File: config.mk
export PLATFORM = sky130hd
export DESIGN_NAME = segre_mem_arbiter
export DESIGN_NICKNAME = d
export VERILOG_FILES = /design/src/rtl/segre_mem_arbiter.sv
export SDC_FILE = /design/constraint.sdc
export NUM_CORES = 1
export LEC_CHECK = 0
export CAP_MARGIN = 20
export CORE_AREA = 3 3 293 295
export CTS_CLUSTER_SIZE = 24
export DETAILED_ROUTE_END_ITERATION = 7
export DIE_AREA = 0 0 296 298
export GPL_TIMING_DRIVEN = 0
export PLACE_DENSITY_LB_ADDON = 0.12
export SETUP_SLACK_MARGIN = 0.4
export SKIP_LAST_GASP = 1
export SLEW_MARGIN = 0
export SYNTH_ARGS = -nofsm -noshare
export SYNTH_HDL_FRONTEND = slang
export SYNTH_SLANG_ARGS = --single-unit
File: constraint.sdc
create_clock -name clk_i -period 1.95 [get_ports clk_i]
set_input_delay 0.2925 -clock clk_i [delete_from_list [all_inputs] [get_ports clk_i]]
set_output_delay 0.2925 -clock clk_i [all_outputs]
set_load 0.05 [all_outputs]
File: src/rtl/segre_mem_arbiter.sv
// segre_mem_arbiter: serialises IC/DC line requests onto one memory port; define SEGRE_MEM_ARB_RR_EN for round-robin instead of IC-first priority
module segre_mem_arbiter #(
  parameter int ADDR_SIZE = 32,
  parameter int LINE_SIZE = 128
) (
  input  logic                 clk_i,
  input  logic                 rsn_i,
  input  logic                 ic_req_i,
  input  logic [ADDR_SIZE-1:0] ic_addr_i,
  output logic                 ic_rsp_valid_o,
  output logic [LINE_SIZE-1:0] ic_rsp_data_o,
  input  logic                 dc_req_i,
  input  logic                 dc_we_i,
  input  logic [ADDR_SIZE-1:0] dc_addr_i,
  input  logic [LINE_SIZE-1:0] dc_wdata_i,
  output logic                 dc_rsp_valid_o,
  output logic [LINE_SIZE-1:0] dc_rsp_data_o,
  output logic                 mem_req_o,
  output logic                 mem_we_o,
  output logic [ADDR_SIZE-1:0] mem_addr_o,
  output logic [LINE_SIZE-1:0] mem_wdata_o,
  input  logic                 mem_gnt_i,
  input  logic                 mem_rvalid_i,
  input  logic [LINE_SIZE-1:0] mem_rdata_i,
  output logic                 owner_dc_o,
  output logic                 busy_o,
  output logic                 spurious_rsp_o
);
  typedef enum logic [1:0] {IDLE, ISSUE, WAIT, RESP} state_t;
  state_t state_q, state_d;
  logic owner_q, we_q, spurious_q, pick_dc, any_req, start;
  logic [ADDR_SIZE-1:0] addr_q;
  logic [LINE_SIZE-1:0] wdata_q, rdata_q;
  assign any_req = ic_req_i | dc_req_i;
  assign start   = (state_q == IDLE) & any_req;
`ifdef SEGRE_MEM_ARB_RR_EN
  logic last_q;
  assign pick_dc = dc_req_i & (~ic_req_i | ~last_q);
  // last winner, starts as DC so IC wins the first contested round
  always_ff @(posedge clk_i or negedge rsn_i) begin
    if (!rsn_i) last_q <= 1'b1;
    else if (start) last_q <= pick_dc;
  end
`else
  assign pick_dc = ~ic_req_i;
`endif
  // FSM state register
  always_ff @(posedge clk_i or negedge rsn_i) begin
    if (!rsn_i) state_q <= IDLE;
    else state_q <= state_d;
  end
  // next state and handshake strobes
  always_comb begin
    state_d = state_q;
    case (state_q)
      IDLE:    state_d = any_req ? ISSUE : IDLE;
      ISSUE:   state_d = mem_gnt_i ? WAIT : ISSUE;
      WAIT:    state_d = mem_rvalid_i ? RESP : WAIT;
      default: state_d = IDLE;
    endcase
    mem_req_o      = state_q == ISSUE;
    busy_o         = state_q != IDLE;
    ic_rsp_valid_o = (state_q == RESP) & ~owner_q;
    dc_rsp_valid_o = (state_q == RESP) & owner_q;
  end
  // capture the winning request, the response line and stray responses
  always_ff @(posedge clk_i or negedge rsn_i) begin
    if (!rsn_i) begin
      owner_q    <= 1'b0;
      we_q       <= 1'b0;
      addr_q     <= '0;
      wdata_q    <= '0;
      rdata_q    <= '0;
      spurious_q <= 1'b0;
    end else begin
      if (start) begin
        owner_q <= pick_dc;
        we_q    <= pick_dc & dc_we_i;
        addr_q  <= pick_dc ? dc_addr_i : ic_addr_i;
        wdata_q <= pick_dc ? dc_wdata_i : '0;
      end
      if ((state_q == WAIT) & mem_rvalid_i) rdata_q <= mem_rdata_i;
      if ((state_q != WAIT) & mem_rvalid_i) spurious_q <= 1'b1;
    end
  end
  assign ic_rsp_data_o  = rdata_q;
  assign dc_rsp_data_o  = rdata_q;
  assign mem_we_o       = we_q;
  assign mem_addr_o     = addr_q;
  assign mem_wdata_o    = wdata_q;
  assign owner_dc_o     = owner_q;
  assign spurious_rsp_o = spurious_q;
endmodule

==> summary.md, run 1 <==
| Metric | Value |
|---|---|
| Critical path type | reg2out |
| Hold Vio Cnt, Final | 0 |
| Port buffer count | about 750 |
| Multiplexer area fraction after synthesis | 13.5% |
| Detailed-route DRC error count | 0 |
| Clock skew | 0.00896 ns |
| Root buf cell | clkbuf_16 |
| Startpoint type of the worst setup path | flop |
| Crit path DAT | 1.75 ns |
| Die area | 88,200 um^2 |
| Endpoints failing setup | 1 |
| CP cell instances | or2_4 -> buf_12 -> buf_12 -> buf_12 -> buf_12 |
| Post-Syn Instances | between 1,000 and 1,500 |
| R2R depth | 7 |
| Critical Path Sink Type | primary output |
| Sink Count | 293 |
| Initial Util | 15.6% |
| Max Freq | 0.490 GHz |
| Status | complete, but fails checks |
| Fin crit share | 105% |
| First-pass GRT wire length | a little over 90,000 um |
| Post-synthesis sequential area ratio | 56.4% |
| CP Launch Point | state_q[0] |
| Worst R2R Start | state_q[0] |
| ANT nets after route | 0 |
| Post-Synth Simple-Gate Area | 6.61% |
| Vias in the first global route | 12,300 |
| Worst path buffer plus inverter count | 4 |
| Clock latency on the worst-skew pair | approximately 0.54 ns |
| Syn_nets | 1,460 |
| Wire length on met1 | 23,100 um |
| Slowest stage delay, CP | 0.39 ns |
| Final core utilization | 27.1% |
| I/O Pins | 750 |
| Sw frac | 53.1% |
| Top cell type's share of synthesized area | 56.4% |
| Tightest Pin Transition | 0.636 ns |
| Worst vdd ir | about 880 uV |
| Slowest CP cell | dfrtp_1 |
| RSZ-0062 raised after global routing | true |
| Synth Cell Area | 13,000 um^2 |
| Max_cap viols | 0 |
| Main combinational cell family by area after synthesis | multiplexers |
| Row cnt | 106 |
| Combinational share of power | 61.8% |
| Worst Hold Class | in2async |
| Clock buffer count from CTS | 40 |
| DRT Pass-1 Iters | 4 |
| Largest cells by area after synthesis | dfrtp_1 56%, mux2_2 11%, o21ai_0 9.4% |
| Most frequent cells in the layout | 324 x clkdlybuf4s50_1, 280 x dfrtp_1, 233 x o21ai_0, 195 x buf_4, 130 x clkbuf_2 |
| Gr ovfl total | 0 |
| Sequential share of power | between 20% and 30% |
| #FFs+latches synth | 293 |
| CP required | 1.66 ns |
| Fin worst setup slack | -0.0925 ns |
| Area Overhead vs Synth | 73.6% |
| Cell Pwr Density | between 2000 and 2500 nW/um^2 |
| Post-layout min period | 2.04 ns |
| Clk pwr share | 15.3% |
| Share of cells above drive strength 1 | between 30% and 40% |
| NetSw | 25.3 mW |
| H-tree Lvls | 2 |
| Core area | 83,400 um^2 |
| Dpl ws | -0.970 ns |
| Chip height | between 200 and 300 um |
| Clock Tree Buf Depth | 3 |
| WL/cell | 21.4 um |
| Metal3 WL | between 5000 and 6000 um |
| Worst slew margin | 57.6% |
| Via count | 11,700 |
| DRT iter0 DRCs | 398 |
| Capture point of the worst reg-to-reg path | mem_wdata_o[102] |
| Critical Path Most Common Cell | buf_12 |
| Synth Area in XOR/XNOR | 0% |
| Largest net degree at the start of global routing | 95 |
| Number of vias per cell | 3.83 |
| R2R setup slack | 0.14 ns |
| Lkg Pwr | 10.2 nW |
| Post-Route WL | 65,500 um |
| Post-DP HPWL | 52,100 um |
| Highest Signal Layer | met5 |
| Most common cell after layout, fill and taps aside | clkdlybuf4s50_1 |
| Die Wd | 296 um |
| Failing checks | negative setup slack |
| Avg Inst Size Synth | 11.5 um^2 |
| Met2 wire length | roughly 35,000 um |
| CTS clock-pin slew for the worst setup and hold paths | 0.06 ns |
| Adder-cell share of the synthesized area | 0% |
| Final-report max-slew violation count | 0 |
| CTS tree | built |
| Distinct cell type count after synthesis | 20 |
| Final nets | between 2,000 and 2,500 |
| CP max FO | 3 |
| GP Congestion | 0.758 |
| Internal Power | 22.3 mW |
| Top cell type by total area after synthesis | dfrtp_1 |
| Initial antenna violation count | 22 |
| CP delay by family, top | buffers and inverters |
| Compound-Gate Fraction of Synth Area | 12.6% |
| Gr usage total | 14.1% |
| Ys Warns | 0 |
| Setup TNS | -0.0925 ns |
power groups by stage:
| stage | clock, mW | sequential (mW) | combinational (mW) |
|---|---|---|---|
| 2_1_floorplan | 0 | 19.5 | 10.9 |
| 3_5_place_dp | 0 | 11.1 | 31.2 |
| 3_3_place_gp | 0 | 11.0 | 31.3 |
| 4_1_cts | 7.57 | 11.0 | 30.7 |
| 6_report | 7.27 | 10.9 | 29.4 |
| 5_1_grt | 7.80 | 11.3 | 30.8 |
worst max-delay path by stage:
stage	end	slack [ns]	cells past startpoint
floorplan	mem_addr_o[10]	0.41	6
global placement	dc_rsp_data_o[45]	-13.95	1
detailed placement	busy_o	-0.97	5
CTS	busy_o	-0.16	5
global route	busy_o	-0.17	5
finish	busy_o	-0.09	5
state kept, by name (all words and copies together) (netlist names):
| signal | count |
|---|---|
| dc_rsp_data_o | 128 |
| mem_addr_o | 32 |
| mem_wdata_o | 128 |
| mem_we_o | 1 |
| owner_dc_o | 1 |
| spurious_rsp_o | 1 |
| state_q | 2 |
synthesized netlist by cell type:
| library cell | n |
|---|---|
| a21o_1 | 1 |
| and2b_1 | 1 |
| and3_1 | 1 |
| buf_2 | 13 |
| buf_4 | 139 |
| buf_6 | 9 |
| clkbuf_1 | 52 |
| dfrtp_1 | 293 |
| inv_1 | 2 |
| mux2_2 | 128 |
| mux2i_1 | 32 |
| nand2_1 | 2 |
| nand2b_1 | 129 |
| nor2_1 | 2 |
| nor2_4 | 1 |
| o21ai_0 | 245 |
| o21ai_1 | 79 |
| o21bai_1 | 1 |
| o311ai_0 | 1 |
| or2_1 | 2 |
area by class of cell:
type | instances | area [um^2]
Multi-Input combinational cell | 625 | 4310
Fill cell | 8863 | 60800
Buffer | 213 | 1690
Tap cell | 1080 | 1350
Clock inverter | 9 | 85.1
Inverter | 2 | 7.51
Sequential cell | 293 | 7350
Clock buffer | 60 | 1200
Timing Repair Buffer | 768 | 6580
Antenna cell | 10 | 25.0
kinds of logic (layout without fill, tap and decap cells):
| group | after synthesis | in the layout |
|---|---|---|
| buf+inv | 215 | 1052 |
| mux | 160 | 160 |
| flops | 293 | 293 |
| other cells | 0 | 10 |
| compound gates | 327 | 327 |
| simple gates | 138 | 138 |
worst reg2reg max path: stages, from the launching register on:
cell and delay (ns):
dfrtp_1 0.39, or2_4 0.29, buf_12 0.14, buf_12 0.12
buf_4 0.19, clkbuf_1 0.25, o21ai_0 0.22, o21ai_1 0.09
metrics by stage:
stage	hold WS (ns)	std cells	power, mW	area (um^2)
3_3_place_gp	0.465	2961	42.3	21900
4_1_cts	0.233	3039	49.3	23100
5_1_grt	0.261	3054	50.0	22600
2_1_floorplan	-0.00309	1133	30.4	13000
6_report	0.256	3060	47.6	22600
3_5_place_dp	0.241	2964	42.3	21900
routing by layer:
layer | vias up | track usage [%]
met3 | 88 | 5.00
met5 | - | 0
met1 | 5731 | 14.3
li1 | 5398 | -
met2 | 492 | 27.5
met4 | 6 | 2.85
timing repair:
| item | in CTS | in global routing |
|---|---|---|
| setup endpoints to repair | 696 | 774 |
| hold endpoints to repair | 46 | 0 |
| pin swaps | 1 | 1 |
| hold buffers | 1 | 0 |
| gates resized for setup | 695 | 700 |
| cloned | 0 | 2 |
| buffers inserted | 5 | 9 |
Power figures use the tool's default switching activity.
==> run 2, diff against run 1 <==
--- a/config.mk
+++ b/config.mk
@@ -6,10 +6,10 @@
 export NUM_CORES = 1
 export LEC_CHECK = 0
 export CAP_MARGIN = 20
-export CORE_AREA = 3 3 293 295
+export CORE_AREA = 3 3 289 291
 export CTS_CLUSTER_SIZE = 24
 export DETAILED_ROUTE_END_ITERATION = 7
-export DIE_AREA = 0 0 296 298
+export DIE_AREA = 0 0 292 294
 export GPL_TIMING_DRIVEN = 0
 export PLACE_DENSITY_LB_ADDON = 0.12
 export SETUP_SLACK_MARGIN = 0.4
==> summary.md, run 2 (synthesis gave the netlist of run 1 again) <==
| Metric | Value |
|---|---|
| Status | complete, but fails checks |
| Failing checks | negative hold slack, negative setup slack |
| Initial Util | 16.1% |
| I/O Pins | 750 |
| Combinational share of power | 62.3% |
| NetSw | around 25 mW |
| Final nets | 2,287 |
| Largest net degree at the start of global routing | around 110 |
| GP Congestion | ~0.77 |
| DRT Pass-1 Iters | 4 |
| Gr usage total | 14.7% |
| Sequential share of power | 22.7% |
| First-pass GRT wire length | 92,400 um |
| Row cnt | about 100 |
| Tightest Pin Transition | 0.944 ns |
| CTS clock-pin slew for the worst setup and hold paths | 0.05 ns |
| Critical Path Sink Type | primary output |
| Max Freq | 0.497 GHz |
| Placed Area | 21,900 um^2 |
| Worst slew margin | 37.1% |
| Gr ovfl total | 0 |
| Via count | 11,700 |
| RSZ-0062 raised after global routing | true |
| CP max FO | 2 |
| DRT iter0 DRCs | 403 |
| R2R setup slack | 0.07 ns |
| Lkg Pwr | 10.4 nW |
| Most frequent cells in the layout | 324 x clkdlybuf4s50_1, 286 x dfrtp_1, 236 x o21ai_0, 205 x buf_4, 133 x clkbuf_2 |
| Clock latency on the worst-skew pair | 0.54 ns |
| Port buffer count | around 750 |
| Clock buffer count from CTS | 39 |
| H-tree Lvls | 2 |
| Vias in the first global route | 12,400 |
| Fin worst setup slack | -0.0601 ns |
| Die area | ~86,000 um^2 |
| Area Overhead vs Synth | 75.6% |
| Most common cell after layout, fill and taps aside | clkdlybuf4s50_1 |
| Endpoints failing setup | 1 |
| Startpoint type of the worst setup path | flop |
| Die Wd | 292 um |
| Post-layout min period | 2.01 ns |
| Post-DP HPWL | 51,500 um |
| Hold slack | -0.219 ns |
| Number of vias per cell | approximately 3.8 |
| Clk pwr share | 15.0% |
| Clock Tree Buf Depth | 3 |
| Initial antenna violation count | 20 |
| Hold Vio Cnt, Final | 103 |
| Crit path DAT | 1.72 ns |
| Chip height | 294 um |
| Post-Route WL | between 60,000 and 70,000 um |
| ANT nets after route | 0 |
| Cell Pwr Density | around 2100 nW/um^2 |
| Core area | 80,800 um^2 |
| Internal Power | 22.6 mW |
| Worst vdd ir | 687 uV |
| Root buf cell | clkbuf_16 |
| Worst Hold Class | in2async |
| Sink Count | slightly below 300 |
| Sw frac | ~53% |
| WL/cell | 21.9 um |
| Design area | approximately 23,000 um^2 |
| CP required | 1.66 ns |
| Fin crit share | 103% |
| Final-report max-slew violation count | 0 |
| Detailed-route DRC error count | 0 |
| Critical path type | reg2out |
| Max_cap viols | 0 |
| Clock skew | 0.0130 ns |
| Share of cells above drive strength 1 | 37.4% |
| CTS tree | built |
run 2: cell count changes in the layout (fill, tap and decap cells not counted), moves of 9 or more:
cell | before | now
o21ai_1 | 86 | 77
clkbuf_4 | 35 | 53
clkbuf_16 | 44 | 53
buf_8 | 25 | 8
buf_4 | 195 | 205
buf_12 | 9 | 21
dlygate4sd2_1 | 119 | 94
run 2: worst paths after layout:
| path | from | end | depth (start not counted) |
|---|---|---|---|
| worst max register to register | state_q[0] | dc_rsp_data_o[120] | 7 |
| min in group clk_i | dc_wdata_i[79] | mem_wdata_o[79] | 3 |
| max in group asynchronous | rsn_i | dc_rsp_data_o[102] | 2 |
| worst min register to register | spurious_rsp_o | spurious_rsp_o | 1 |
| worst min-delay path | rsn_i | mem_wdata_o[27] | 1 |
| worst max-delay path | state_q[1] | busy_o | 5 |
run 2: final cells by class:
class	instances	area, um^2
antenna	5	12.5
fill	8600	58000
sequential	293	7340
inverter	2	7.51
buffer	213	1660
multi-input combinational	625	4340
tap	1060	1330
clock buffer	62	1210
clock inverter	7	62.6
timing repair buffer	786	6880
run 2: stage by stage:
| step | total power [mW] | cells | util, % | TNS (ns) | worst slack, ns |
|---|---|---|---|---|---|
| 6_report | 48.0 | 3053 | 28.3 | -0.0601 | -0.0601 |
| 5_1_grt | 50.3 | 3048 | 28.3 | -0.584 | -0.149 |
| 2_1_floorplan | 30.4 | 1133 | - | 0 | 0.414 |
| 3_5_place_dp | 42.3 | 2943 | 27.1 | -55.77 | -0.981 |
| 4_1_cts | 50.0 | 3029 | 29.0 | -32.95 | -0.178 |
| 3_3_place_gp | 42.2 | 2941 | 27.0 | -4031.25 | -13.65 |
run 2: what timing repair did:
action	4_1_cts	5_1_grt
pin swaps	10	1
endpoints found under the hold margin	103	103
resized for setup	634	767
gates cloned	4	12
endpoints found under the setup margin	705	708
buffers inserted	13	7
run 2: power by group through the flow:
stage / Clock (mW) / Sequential (mW) / Combinational (mW)
6_report: 7.22 / 10.9 / 29.9
3_3_place_gp: 0 / 11.0 / 31.2
2_1_floorplan: 0 / 19.5 / 10.9
4_1_cts: 7.52 / 11.0 / 31.5
3_5_place_dp: 0 / 11.0 / 31.2
5_1_grt: 7.77 / 11.3 / 31.3
run 2: worst max-delay path: stages, from the launching register on:
cell and delay [ns]:
dfrtp_1 0.39, or2_4 0.27, buf_12 0.14, buf_12 0.11
buf_12 0.13, buf_12 0.14
run 2: layer usage:
metal  global-route usage [%]  vias to the layer above  wire length [um]
met5                        0                        -                46
met4                     2.85                        6              1180
met3                     5.74                       95              6380
met2                     28.1                      506             36200
met1                     15.2                     5726             23000
li1                         -                     5415                 -
